### src/rtl/ks_accumulator_pkg.sv
// rtl/ks_accumulator_pkg.sv - shared state enum and default widths for ks_accumulator
package ks_accumulator_pkg;

  localparam int KS_N     = 32;
  localparam int KS_CNT_W = 8;

  typedef enum logic [1:0] {
    ST_IDLE = 2'd0,
    ST_ACC  = 2'd1,
    ST_DONE = 2'd2
  } ks_state_e;

endpackage

### src/rtl/n_bit_pg_carry_ripple.sv
// rtl/n_bit_pg_carry_ripple.sv - Kogge-Stone parallel-prefix adder with carry-in and carry-out
module n_bit_pg_carry_ripple #(
  parameter int W = 32
) (
  input  logic [W-1:0] a_i,
  input  logic [W-1:0] b_i,
  input  logic         cin_i,
  output logic [W-1:0] sum_o,
  output logic         cout_o
);

  localparam int LV = $clog2(W);

  logic [W-1:0] hp;
  logic [W-1:0] gk;
  logic [W-1:0] pk;
  logic [W-1:0] gn;
  logic [W-1:0] pn;
  logic [W:0]   c;

  assign hp = a_i ^ b_i;

  // Carry-in is folded into bit 0's generate so the prefix tree yields every carry directly.
  always_comb begin
    gk    = a_i & b_i;
    gk[0] = gk[0] | (hp[0] & cin_i);
    pk    = hp;
    gn    = gk;
    pn    = pk;
    for (int l = 0; l < LV; l++) begin
      gn = gk;
      pn = pk;
      for (int i = 0; i < W; i++) begin
        if (i >= (1 << l)) begin
          gn[i] = gk[i] | (pk[i] & gk[i - (1 << l)]);
          pn[i] = pk[i] & pk[i - (1 << l)];
        end
      end
      gk = gn;
      pk = pn;
    end
  end

  assign c      = {gk, cin_i};
  assign sum_o  = hp ^ c[W-1:0];
  assign cout_o = c[W];

endmodule

### src/rtl/ks_accumulator.sv
// rtl/ks_accumulator.sv - framed add/subtract accumulator with carry, sticky overflow and beat count
module ks_accumulator
  import ks_accumulator_pkg::*;
#(
  parameter int N     = KS_N,
  parameter int CNT_W = KS_CNT_W
) (
  input  logic             clk,
  input  logic             reset,
  input  logic             in_valid,
  output logic             in_ready,
  input  logic [N-1:0]     in_data,
  input  logic             in_sub,
  input  logic             in_last,
  output logic             out_valid,
  input  logic             out_ready,
  output logic [N-1:0]     out_sum,
  output logic             out_carry,
  output logic             out_ovf,
  output logic [CNT_W-1:0] out_count
);

  ks_state_e        state_q, state_d;
  logic [N-1:0]     acc_q, acc_d;
  logic             carry_q, carry_d;
  logic             ovf_q, ovf_d;
  logic [CNT_W-1:0] count_q, count_d;

  logic [N-1:0]     b_op;
  logic [N-1:0]     sum;
  logic             cout;
  logic             ovf_beat;

  // Subtraction is A + ~B + 1, so the adder's carry-in doubles as the subtract select.
  assign b_op = in_sub ? ~in_data : in_data;

  n_bit_pg_carry_ripple #(
    .W (N)
  ) u_adder (
    .a_i    (acc_q),
    .b_i    (b_op),
    .cin_i  (in_sub),
    .sum_o  (sum),
    .cout_o (cout)
  );

  assign ovf_beat = (acc_q[N-1] == b_op[N-1]) && (sum[N-1] != acc_q[N-1]);

  always_comb begin
    state_d   = state_q;
    acc_d     = acc_q;
    carry_d   = carry_q;
    ovf_d     = ovf_q;
    count_d   = count_q;
    in_ready  = 1'b1;
    out_valid = 1'b0;
    case (state_q)
      ST_IDLE, ST_ACC: begin
        if (in_valid) begin
          acc_d   = sum;
          carry_d = cout;
          ovf_d   = ovf_q | ovf_beat;
          count_d = (&count_q) ? count_q : count_q + 1'b1;
          state_d = in_last ? ST_DONE : ST_ACC;
        end
      end
      ST_DONE: begin
        in_ready  = 1'b0;
        out_valid = 1'b1;
        if (out_ready) begin
          state_d = ST_IDLE;
          acc_d   = '0;
          carry_d = 1'b0;
          ovf_d   = 1'b0;
          count_d = '0;
        end
      end
      default: state_d = ST_IDLE;
    endcase
  end

  always_ff @(posedge clk) begin
    if (reset) begin
      state_q <= ST_IDLE;
      acc_q   <= '0;
      carry_q <= 1'b0;
      ovf_q   <= 1'b0;
      count_q <= '0;
    end else begin
      state_q <= state_d;
      acc_q   <= acc_d;
      carry_q <= carry_d;
      ovf_q   <= ovf_d;
      count_q <= count_d;
    end
  end

  assign out_sum   = acc_q;
  assign out_carry = carry_q;
  assign out_ovf   = ovf_q;
  assign out_count = count_q;

endmodule

### config.mk
export PLATFORM = sky130hd
export DESIGN_NAME = ks_accumulator
export DESIGN_NICKNAME = d
export VERILOG_FILES = /design/src/rtl/ks_accumulator_pkg.sv /design/src/rtl/n_bit_pg_carry_ripple.sv /design/src/rtl/ks_accumulator.sv
export SDC_FILE = /design/constraint.sdc
export NUM_CORES = 1
export LEC_CHECK = 0
export ABC_AREA = 1
export CORE_UTILIZATION = 70
export DETAILED_ROUTE_END_ITERATION = 8
export DONT_BUFFER_PORTS = 1
export PLACE_DENSITY_LB_ADDON = 0.12
export SETUP_SLACK_MARGIN = 0.1
export SYNTH_ARGS = -nofsm -noshare
export SYNTH_HDL_FRONTEND = slang
export SYNTH_HIERARCHICAL = 1
export SYNTH_SLANG_ARGS = --single-unit
### constraint.sdc
create_clock -name clk -period 7.57 [get_ports clk]
set_input_delay 1.514 -clock clk [delete_from_list [all_inputs] [get_ports clk]]
set_output_delay 1.514 -clock clk [all_outputs]
set_load 0.1 [all_outputs]
# After elaboration in Yosys (flattened, before gate mapping)
# Index checks and enable logic that the tools add are counted.
[totals]
inputBits = 38
register_bits = 44
out_inout_bits = 44
wordCells = 403
[classes]
n_mux = 19
reduce_logical = 8
n_bitwise = 363
n_eq_ne = 7
add_sub_neg = 1
[ops]
columns = ["cell", "n"]
rows = [
  ["1-bit AND", 228],
  ["1-bit bitwise OR", 131],
  ["32-bit two-way mux", 3],
  ["32-bit one-hot mux with 2 select lines", 1],
  ["32-bit bitwise XOR", 2],
  ["32-bit AND", 1],
  ["32-bit NOT", 1],
  ["8-bit two-way mux", 3],
  ["8-bit one-hot mux with 2 select lines", 1],
  ["8-bit by 1-bit adder with 8-bit output (second input constant)", 1],
  ["8-bit AND reduction", 1],
  ["2-bit two-way mux", 3],
  ["2-bit inequality test (second input constant)", 3],
  ["1-bit two-way mux", 5],
  ["1-bit one-hot mux with 2 select lines", 2],
  ["2-bit one-hot mux with 2 select lines", 1],
  ["4-bit AND reduction", 1],
  ["3-bit AND reduction", 1],
  ["2-bit by 1-bit equality test with 1-bit output (second input constant)", 1],
  ["2-bit equality test (second input constant)", 1],
  ["2-bit logical NOT", 1],
  ["2-bit AND reduction", 1],
  ["2-bit nonzero test", 1],
  ["2-bit OR reduction", 1],
  ["other kinds (3)", 3],
]

# Logic depth before layout (Yosys ltp)
# Gate-level depths: netlist of the first run.
[logic_depth]
ltp_word = 19
mapped_depth = 19
mapped_depth_nobuf = 17

# By module
# Netlist of the first run, hierarchy kept.
[modules_own_cells]
columns = ["module", "seq_area_each_um2", "cells_each", "area_per_inst_um2", "instances"]
rows = [
  ["n_bit_pg_carry_ripple", 0.0, 497, 2408.6, 1],
  ["ks_accumulator", 880.8, 283, 2207.1, 1],
]

# Worst setup path after synthesis of the first run
# Ideal clock, no wire load.
[synth_timing]
path_kind = "input port to flip-flop"
from = "input port in_sub"
to = "register acc_q[20], in the netlist out_sum[20]"
t_arrival_ps = 3449
path_buffers = 1
setup_ps = 132
slack_ps = 3990
stages = 16
required_time_ps = 7438
cell_sequence = "buf_2 > xor2_1 > fa_1 > fa_1 > nand3_1 > nand3_2 > nand2_1 > nand2_2 > nand2_2 > nand2_2 > nand2_1 > nand2_1 > nand2_1 > nand2_1 > nand2_1 > a21oi_1"
[synth_lines]
columns = ["item", "line", "rtl"]
rows = [
  ["start, declared", "ks_accumulator.sv:13", "input logic in_sub,"],
  ["32-bit two-way mux *", "ks_accumulator.sv:35", "assign b_op = in_sub ? ~in_data : in_data;"],
  ["via b_op[0]", "ks_accumulator.sv:29", "logic [N-1:0] b_op;"],
  ["32-bit bitwise XOR", "n_bit_pg_carry_ripple.sv:21", "assign hp = a_i ^ b_i;"],
  ["1-bit AND", "n_bit_pg_carry_ripple.sv:26", "gk[0] = gk[0] | (hp[0] & cin_i);"],
  ["1-bit bitwise OR *", "n_bit_pg_carry_ripple.sv:26", ""],
  ["1-bit AND *", "n_bit_pg_carry_ripple.sv:35", "gn[i] = gk[i] | (pk[i] & gk[i - (1 << l)]);"],
  ["1-bit bitwise OR *", "n_bit_pg_carry_ripple.sv:35", ""],
  ["1-bit AND *", "n_bit_pg_carry_ripple.sv:35", ""],
  ["1-bit bitwise OR *", "n_bit_pg_carry_ripple.sv:35", ""],
  ["1-bit AND *", "n_bit_pg_carry_ripple.sv:35", ""],
  ["1-bit bitwise OR *", "n_bit_pg_carry_ripple.sv:35", ""],
  ["32-bit bitwise XOR *", "n_bit_pg_carry_ripple.sv:45", "assign sum_o = hp ^ c[W-1:0];"],
  ["via sum[20]", "ks_accumulator.sv:30", "logic [N-1:0] sum;"],
  ["32-bit two-way mux *", "ks_accumulator.sv:59", "if (in_valid) begin"],
  ["32-bit one-hot mux with 2 select lines *", "ks_accumulator.sv:57", "case (state_q)"],
  ["end signal, assigned", "ks_accumulator.sv:85", "acc_q <= '0;"],
  ["end signal, assigned", "ks_accumulator.sv:91", "acc_q <= acc_d;"],
  ["end, declared", "ks_accumulator.sv:24", "logic [N-1:0] acc_q, acc_d;"],
]
# The timed path passes the listed nets; every way through them passes the cells marked *. The select of a mux whose other input is x is not followed.
# A chain may end at the register's enable or synchronous reset.

# Worst setup path after layout of the first run
[layout_timing]
from = "register state_q[1]"
to = "output port in_ready"
[layout_between]
elab_chain_cells = 2
[layout_rtl]
columns = ["item", "line", "rtl"]
rows = [
  ["start, declared", "ks_accumulator.sv:23", "ks_state_e state_q, state_d;"],
  ["start signal, assigned", "ks_accumulator.sv:90", "state_q <= state_d;"],
  ["2-bit equality test", "ks_accumulator.sv:57", ""],
  ["1-bit two-way mux", "ks_accumulator.sv:57", ""],
  ["end, declared", "ks_accumulator.sv:11", "output logic in_ready,"],
]
# Every way passes these cells.

==> results.json, run 1 <==
{
  "outcome": "finished, final reports clean",
  "cts.sinks": 44,
  "clk_pin_slew_ps": 100,
  "p_per_area_nw_per_um2": 251,
  "power.leakage_uw": 0.00265,
  "synthToLayoutAreaGrowth_pct": 2.25,
  "drt-pass1-iter-count": 5,
  "grt_pass1_vias": 4475,
  "finalClockSkew_ps": 8.80,
  "root_buffer": "clkbuf_8",
  "rr_startpoint": "out_sum[5]",
  "final_antenna_net_count": 0,
  "path_buf_inv": 2,
  "h-tree-depth": 2,
  "tns_ps": 0,
  "synth-seq-cells": 44,
  "synthCells": 780,
  "multiInputGateArea_um2": 3130,
  "final_common_cell": "nand2_1",
  "path_max_fanout": 5,
  "hold_buffers": 0,
  "async_flop_share_pct": 0,
  "rsz0062_at_grt": "false",
  "ios": 82,
  "crit_path_end_kind": "output pin",
  "max_slew_margin_pct": 24.6,
  "drc_errors": 0,
  "die_h_um": 83.2,
  "num-fill-cells": 572,
  "worst_pin_slew_ps": 1130,
  "grt_pass1_wl_um": 19800,
  "wl_met1_um": 5160,
  "grt.overflow.total": 0,
  "ys_seq_area_share_pct": 19.1,
  "hpwl_um": 9010,
  "slew_viol_final": 0,
  "holdWs_ps": 681,
  "synthDistinctLibCells": 36,
  "max_clock_freq_mhz": 284,
  "clockBufferDepth": 2,
  "ys_warn_count": 6,
  "nets": 841,
  "post_cts_resized": 0,
  "layout_common_cells": "nand2_1, inv_1, nand3_1",
  "critPathLaunchType": "flip-flop",
  "num_antenna_cells": 0,
  "place_congestion": 0.947,
  "track_usage_pct": 34.7,
  "top_layer_used": "met4",
  "routed_wl_um": 12000,
  "fin_crit_sh_pct": 46.6,
  "critPathSlowestCell": "inv_1",
  "synth_area_leader_cell": "nand2_1",
  "vias": 4732,
  "io_buffers": 0,
  "synth_edf_count": 0,
  "die_w_um": 83.2,
  "drive_gt1_share_pct": 5.71,
  "yosys_most_used_dff": "dfxtp_1",
  "cts_setup_buffers": 0,
  "drt-initial-drc-count": 390,
  "min_period_ps": 3520,
  "critPathMaxStageDelay_ps": 660,
  "wl_met3_um": 840,
  "min_path_type": "reg2reg",
  "syn_area_um2": 4620,
  "die_area_um2": 6920,
  "critical_path_class": "reg2out",
  "hp-start": "state_q[1]",
  "crit_chain": "inv_2 > nor2_4 > inv_1",
  "numCtsBuffers": 5,
  "max_cap_violations": 0,
  "cp.required_ps": 6060,
  "dr_wl_met2_um": 5690,
  "netlist.area_leader.share_pct": 22.3,
  "syn_nets": 852,
  "synth_area_leaders": "nand2_1, dfxtp_1, inv_1",
  "critical_path_arrival_ps": 2010,
  "rows": 29,
  "antenna_found_initial": 0,
  "setup_viol": 0,
  "startpoint": "state_q[1]",
  "initial_core_util_pct": 72.7,
  "power.total_uw": 1180,
  "ir_drop_v": 0.000190,
  "regArea_um2": 881,
  "vias_per_cell": 5.59,
  "worstSkewPairLatency_ps": 310,
  "cts_tree": "yes",
  "grt_max_degree": 38,
  "routedWlPerCell_um": 14.2,
  "syn_avg_cell_area_um2": 5.92,
  "core_um2": 6350,
  "hold_viol": 0,
  "crit_family": "buffers and inverters"
}
[sequential cells by signal, indices dropped and copies added (netlist names)]
register / cells
out_sum: 32
out_carry: 1
out_count: 8
out_ovf: 1
state_q: 2
[synthesized netlist by cell type (all sizes together) (2+ instances only)]
cell type,count
nand2,289
inv,132
nand3,72
a21oi,63
nor2,53
xor2,47
dfxtp,44
ha,32
buf,15
nor3,8
nand4,7
o21ai,3
clkbuf,2
fa,2
o21bai,2
[final timing paths]
path,to,slack [ps],cells past startpoint
worst max-delay path,in_ready,4050,3
worst min-delay path,state_q[0],680,2
worst max register to register,out_ovf,4650,16
worst min register to register,state_q[0],680,2
[worst reg2reg max path, cell delays in order (launching register included)]
cell	delay, ps
dfxtp_1	1000
ha_1	440
nand2_1	180
inv_1	60
a21oi_1	190
nand2_2	120
nand2_1	90
nand2_2	90
nand2_1	120
nand2_1	60
nand2_1	60
nand2_1	60
inv_1	60
nand2_1	50
nand2_1	100
nand3_1	70
a21oi_1	120
[metal layers]
| layer | vias to the layer above | GRT usage [%] |
|---|---|---|
| met5 | - | 0 |
| met4 | 0 | 13.6 |
| met3 | 31 | 6.26 |
| met2 | 188 | 60.4 |
| met1 | 2110 | 42.0 |
| li1 | 2403 | - |
[per-stage QoR]
step	std cells	util (%)	worst slack (ps)	instance area, um^2
after floorplan	780	-	3990	4620
after global placement	839	72.5	4020	4600
after global routing	847	74.3	4020	4720
after detailed placement	839	72.5	3980	4600
final	847	74.3	4050	4720
after CTS	847	74.3	4050	4720
[power breakdown]
part / switching [uW] / total [uW] / leakage, uW / internal, uW
combinational: 312 / 479 / 0.00224 / 168
clock: 97.1 / 197 / 0.0000548 / 99.7
sequential: 247 / 508 / 0.000361 / 261
[area by class of cell]
type | count | area share [%]
multi-input combinational | 586 | 66.4
sequential | 44 | 18.7
inverter | 132 | 10.5
tap | 77 | 2.04
clock buffer | 5 | 1.46
clock inverter | 3 | 0.981
[cells by family (layout without fill, tap and decap cells)]
family                     Yosys count  after routing  share of synthesized area [%]
buffers and inverters              150            140                           13.1
and+or+nand+nor                    434            434                           41.0
xor gates and xnor gates            48             48                           9.11
adders and majority gates           34             34                           9.54
AOI/OAI and AO/OA                   70             70                           8.19
DFF                                 44             44                           19.1
Note: power is estimated with default switching activity, not from simulation.
==> inputs of run 2 (changes only) <==
CORE_UTILIZATION = 66   (was 70)
clock period = 3.4 ns   (was 7.57 ns; I/O delays follow)
==> results.json, run 2 (synthesis gave the netlist of run 1 again) <==
{
  "critPathLaunchType": "flip-flop",
  "hold_viol": 0,
  "crit_family": "buffers and inverters",
  "num-fill-cells": 619,
  "nets": 881,
  "power.leakage_uw": 0.00286,
  "setup_viol": 0,
  "slew_viol_final": 0,
  "placed_area_um2": 4910,
  "min_path_type": "in2reg",
  "grt.overflow.total": 0,
  "worst_pin_slew_ps": 1050,
  "rr_startpoint": "out_sum[6]",
  "drive_gt1_share_pct": 10.4,
  "cp.required_ps": 2720,
  "core_um2": 6760,
  "num_antenna_cells": 0,
  "cp.depth": 4,
  "fin_crit_sh_pct": 73.9,
  "clockBufferDepth": 2,
  "place_ws_ps": 620,
  "layout_common_cells": "nand2_1, inv_1, nand3_1",
  "clk_pin_slew_ps": 110,
  "hpwl_um": 9290,
  "initial_core_util_pct": 68.3,
  "critPathMaxStageDelay_ps": 750,
  "critical_path_arrival_ps": 1830,
  "max_slew_margin_pct": 29.9,
  "rows": 30,
  "drt-pass1-iter-count": 5,
  "crit_chain": "inv_2 > nor2_4 > buf_4 > inv_1",
  "min_period_ps": 2510,
  "synthToLayoutAreaGrowth_pct": 8.84,
  "drc_errors": 0,
  "vias": 4856,
  "critical_path_class": "reg2out",
  "placed_cells": 882,
  "final_common_cell": "nand2_1",
  "max_clock_freq_mhz": 398,
  "antenna_found_initial": 0,
  "cts_setup_buffers": 0,
  "root_buffer": "clkbuf_8",
  "tns_ps": 0,
  "crit_path_end_kind": "output pin",
  "io_buffers": 0,
  "holdWs_ps": 417,
  "fin_ws_ps": 886,
  "endpoint": "in_ready",
  "final_cells": 890,
  "finalClockSkew_ps": 12.3,
  "die_w_um": 85.6,
  "path_max_fanout": 5,
  "post_cts_resized": 0,
  "die_area_um2": 7330,
  "routedWlPerCell_um": 13.8,
  "p_per_area_nw_per_um2": 545,
  "drt-initial-drc-count": 313,
  "rsz0062_at_grt": "false",
  "grt_max_degree": 38,
  "place_congestion": 0.948,
  "vias_per_cell": 5.46,
  "startpoint": "state_q[1]",
  "critPathSlowestCell": "inv_1",
  "largest_reg_flops": 32,
  "cts.sinks": 44,
  "h-tree-depth": 2,
  "grt_pass1_wl_um": 20100,
  "max_cap_violations": 0,
  "reg2reg_slack_ps": 990,
  "path_buf_inv": 3,
  "ir_drop_v": 0.000353,
  "final_antenna_net_count": 0,
  "die_h_um": 85.6,
  "track_usage_pct": 33.9,
  "grt_pass1_vias": 4525,
  "rr_worst_depth": 15,
  "routed_wl_um": 12300,
  "ios": 82,
  "worstSkewPairLatency_ps": 310,
  "reg2reg_to": "out_ovf",
  "cts_tree": "yes",
  "outcome": "finished, final reports clean",
  "numCtsBuffers": 5,
  "hold_buffers": 0,
  "final_area_um2": 5020
}
## run 2: layer usage
layer | track usage, % | share of wire (%) | vias to the layer above
met5 | 0 | 0 | -
met4 | 11.7 | 2.6 | 0
met3 | 6.35 | 7.1 | 29
met2 | 58.3 | 47 | 187
met1 | 42.6 | 43 | 2167
li1 | - | - | 2473
## run 2: area by class of cell
type | count | area, um^2 | area share, %
multi-input combinational | 586 | 3130 | 62.3
clock inverter | 3 | 46.3 | 0.922
clock buffer | 5 | 68.8 | 1.37
tap | 80 | 100 | 1.99
inverter | 132 | 495 | 9.86
timing repair buffer | 40 | 300 | 5.98
sequential | 44 | 881 | 17.5
## run 2: power by group
group / leakage (uW) / switching, uW / internal [uW]
clock: 0.0000548 / 224 / 222
combinational: 0.00245 / 1210 / 452
sequential: 0.000361 / 43.5 / 583
total: 0.00286 / 1480 / 1260
## run 2: worst min-delay path by stage
| stage | depth (start not counted) | start | to |
|---|---|---|---|
| floorplan | 2 | state_q[1] | state_q[0] |
| global placement | 2 | out_count[1] | out_count[1] |
| detailed placement | 2 | out_count[0] | out_count[0] |
| CTS | 1 | reset | out_sum[30] |
| global route | 1 | reset | out_sum[25] |
| finish | 1 | reset | out_sum[30] |
## run 2: worst reg2reg max path, cell delays in order, from the launching register on
cell     delay, ps
dfxtp_1        330
buf_4          290
ha_1           340
nand2_1        170
inv_1           60
a21oi_1        180
nand2_2        110
nand2_1         90
nand2_2         80
nand2_1        130
nand3_1         80
nand2_1         90
inv_1           50
o21ai_0        130
nand3_1         90
a21oi_1        130
## run 2: per-stage QoR
stage | power (uW) | util (%)
6_report | 2740 | 74.4
3_5_place_dp | 2280 | 72.6
3_3_place_gp | 2260 | 72.6
2_1_floorplan | 1980 | -
5_1_grt | 2920 | 74.4
4_1_cts | 2730 | 74.4
==> inputs of run 3 (changes only) <==
CORE_UTILIZATION = 59   (was 66)
clock period = 2.1 ns   (was 3.4 ns; I/O delays follow)
==> results.json, run 3 (synthesis gave the netlist of run 1 again) <==
{
  "grt.overflow.total": 0,
  "cts.sinks": 44,
  "drt-initial-drc-count": 426,
  "place_ws_ps": -213,
  "vias": 5076,
  "power.leakage_uw": 0.00319,
  "crit_family": "adder cells",
  "numCtsBuffers": 5,
  "grt_max_degree": 38,
  "drive_gt1_share_pct": 26.5,
  "finalClockSkew_ps": 12.7,
  "final_antenna_net_count": 0,
  "cp.required_ps": 2320,
  "routedWlPerCell_um": 14.1,
  "max_clock_freq_mhz": 475,
  "critPathSlowestCell": "fa_2",
  "largest_reg_flops": 32,
  "synthToLayoutAreaGrowth_pct": 24.4,
  "fin_crit_sh_pct": 100,
  "outcome": "complete, but fails checks",
  "h-tree-depth": 2,
  "critical_path_arrival_ps": 2320,
  "path_buf_inv": 0,
  "p_per_area_nw_per_um2": 841,
  "critPathLaunchType": "flip-flop",
  "final_core_util_pct": 77.5,
  "final_common_cell": "nand2_1",
  "min_path_type": "in2reg",
  "clockBufferDepth": 2,
  "crit_path_end_kind": "flip-flop",
  "place_congestion": 0.934,
  "placed_cells": 951,
  "max_cap_violations": 0,
  "num_antenna_cells": 0,
  "core_um2": 7410,
  "nets": 934,
  "rsz0062_at_grt": "true",
  "hpwl_um": 10300,
  "ir_drop_v": 0.000753,
  "root_buffer": "clkbuf_8",
  "critPathMaxStageDelay_ps": 420,
  "routed_wl_um": 13500,
  "crit_chain": "fa_2 > fa_2 > nand3_2 > nand3_2 > nand2_2 > nand2_4 > nand2_4 > nand2_4 > nand2_4 > nand2_2 > nand2_2 > nand2_1 > nand2_1 > a21oi_1",
  "die_h_um": 90.5,
  "ios": 82,
  "vias_per_cell": 5.28,
  "slew_viol_final": 0,
  "hold_buffers": 0,
  "min_period_ps": 2110,
  "io_buffers": 0,
  "violations": "setup timing",
  "max_slew_margin_pct": 63.8,
  "layout_common_cells": "nand2_1, inv_1, buf_4",
  "rows": 31,
  "worstSkewPairLatency_ps": 310,
  "die_w_um": 90.5,
  "antenna_found_initial": 0,
  "grt_pass1_wl_um": 21900,
  "initial_core_util_pct": 62.3,
  "cts_tree": "yes",
  "grt_pass1_vias": 4940,
  "fin_ws_ps": -6.58,
  "worst_pin_slew_ps": 542,
  "setup_viol": 1,
  "clk_pin_slew_ps": 110,
  "critical_path_class": "reg2reg",
  "critPathMostFrequentCell": "nand2_4",
  "die_area_um2": 8180,
  "drt-pass1-iter-count": 5,
  "track_usage_pct": 32.4,
  "final_cells": 962,
  "hold_viol": 0,
  "drc_errors": 0,
  "path_max_fanout": 4
}
## run 3: cell count changes in the layout (fill, tap and decap cells not counted), sizes merged
cell / before / now
clkinvlp: 1 / 2
buf: 40 / 93
bufinv: 1 / 0
inv: 133 / 132
clkinv: 0 / 1
## run 3: layer usage
metal	wire, um	track usage, %	vias up
met5	0	0	-
met4	182	8.06	0
met3	707	4.63	21
met2	6630	59.7	166
met1	6000	39.3	2321
li1	-	-	2568
## run 3: path summary, 6_finish.rpt
kind                                    from      endpoint  slack [ps]  cells after the start
worst max-delay path              out_sum[0]   out_sum[28]          -7                     14
worst min-delay path                   reset   out_sum[23]         150                      1
worst max register to register    out_sum[0]   out_sum[28]          -7                     14
worst min register to register  out_count[0]  out_count[0]         500                      2
## run 3: cell type report
type                    count  area (um^2)
multi-input cells         586         3380
fillers                   593         1670
flip-flops and latches     44          922
repair buffers             93          727
inverters                 132          495
well taps                  99          124
clock buffers               5         68.8
clock inverters             3         23.8
## run 3: power breakdown
group | leakage [uW] | switching [uW] | internal, uW | total [uW]
Combinational | 0.00278 | 2150 | 1050 | 3200
Sequential | 0.000374 | 73.5 | 965 | 1040
Clock | 0.0000404 | 358 | 237 | 595
Total | 0.00319 | 2580 | 2250 | 4830
## run 3: repair_timing
action,4_1_cts,5_1_grt
resized for setup,7,47
setup buffers,1,2
hold endpoints to repair,0,0
pin swaps,7,10
setup endpoints to repair,10,21
cloned,0,0
## run 3: stage by stage
| step | total power, uW | area, um^2 | setup TNS [ps] | hold WS, ps |
|---|---|---|---|---|
| final | 4830 | 5740 | -6.58 | 154 |
| after floorplan | 3280 | 4730 | -1320 | 566 |
| after detailed placement | 4040 | 5410 | -2200 | 484 |
| after global placement | 3990 | 5410 | -1160 | 477 |
| after CTS | 4670 | 5540 | 0 | 152 |
| after global routing | 5130 | 5740 | -436 | 138 |
## run 3: worst reg2reg max path, delay by kind of cell, from the launching register on
family	cells	cell delay [ps]
AND/OR/NAND/NOR	11	790
AO/OA/AOI/OAI	1	50
flip-flops	1	340
adder cells (fa/ha/maj)	2	840
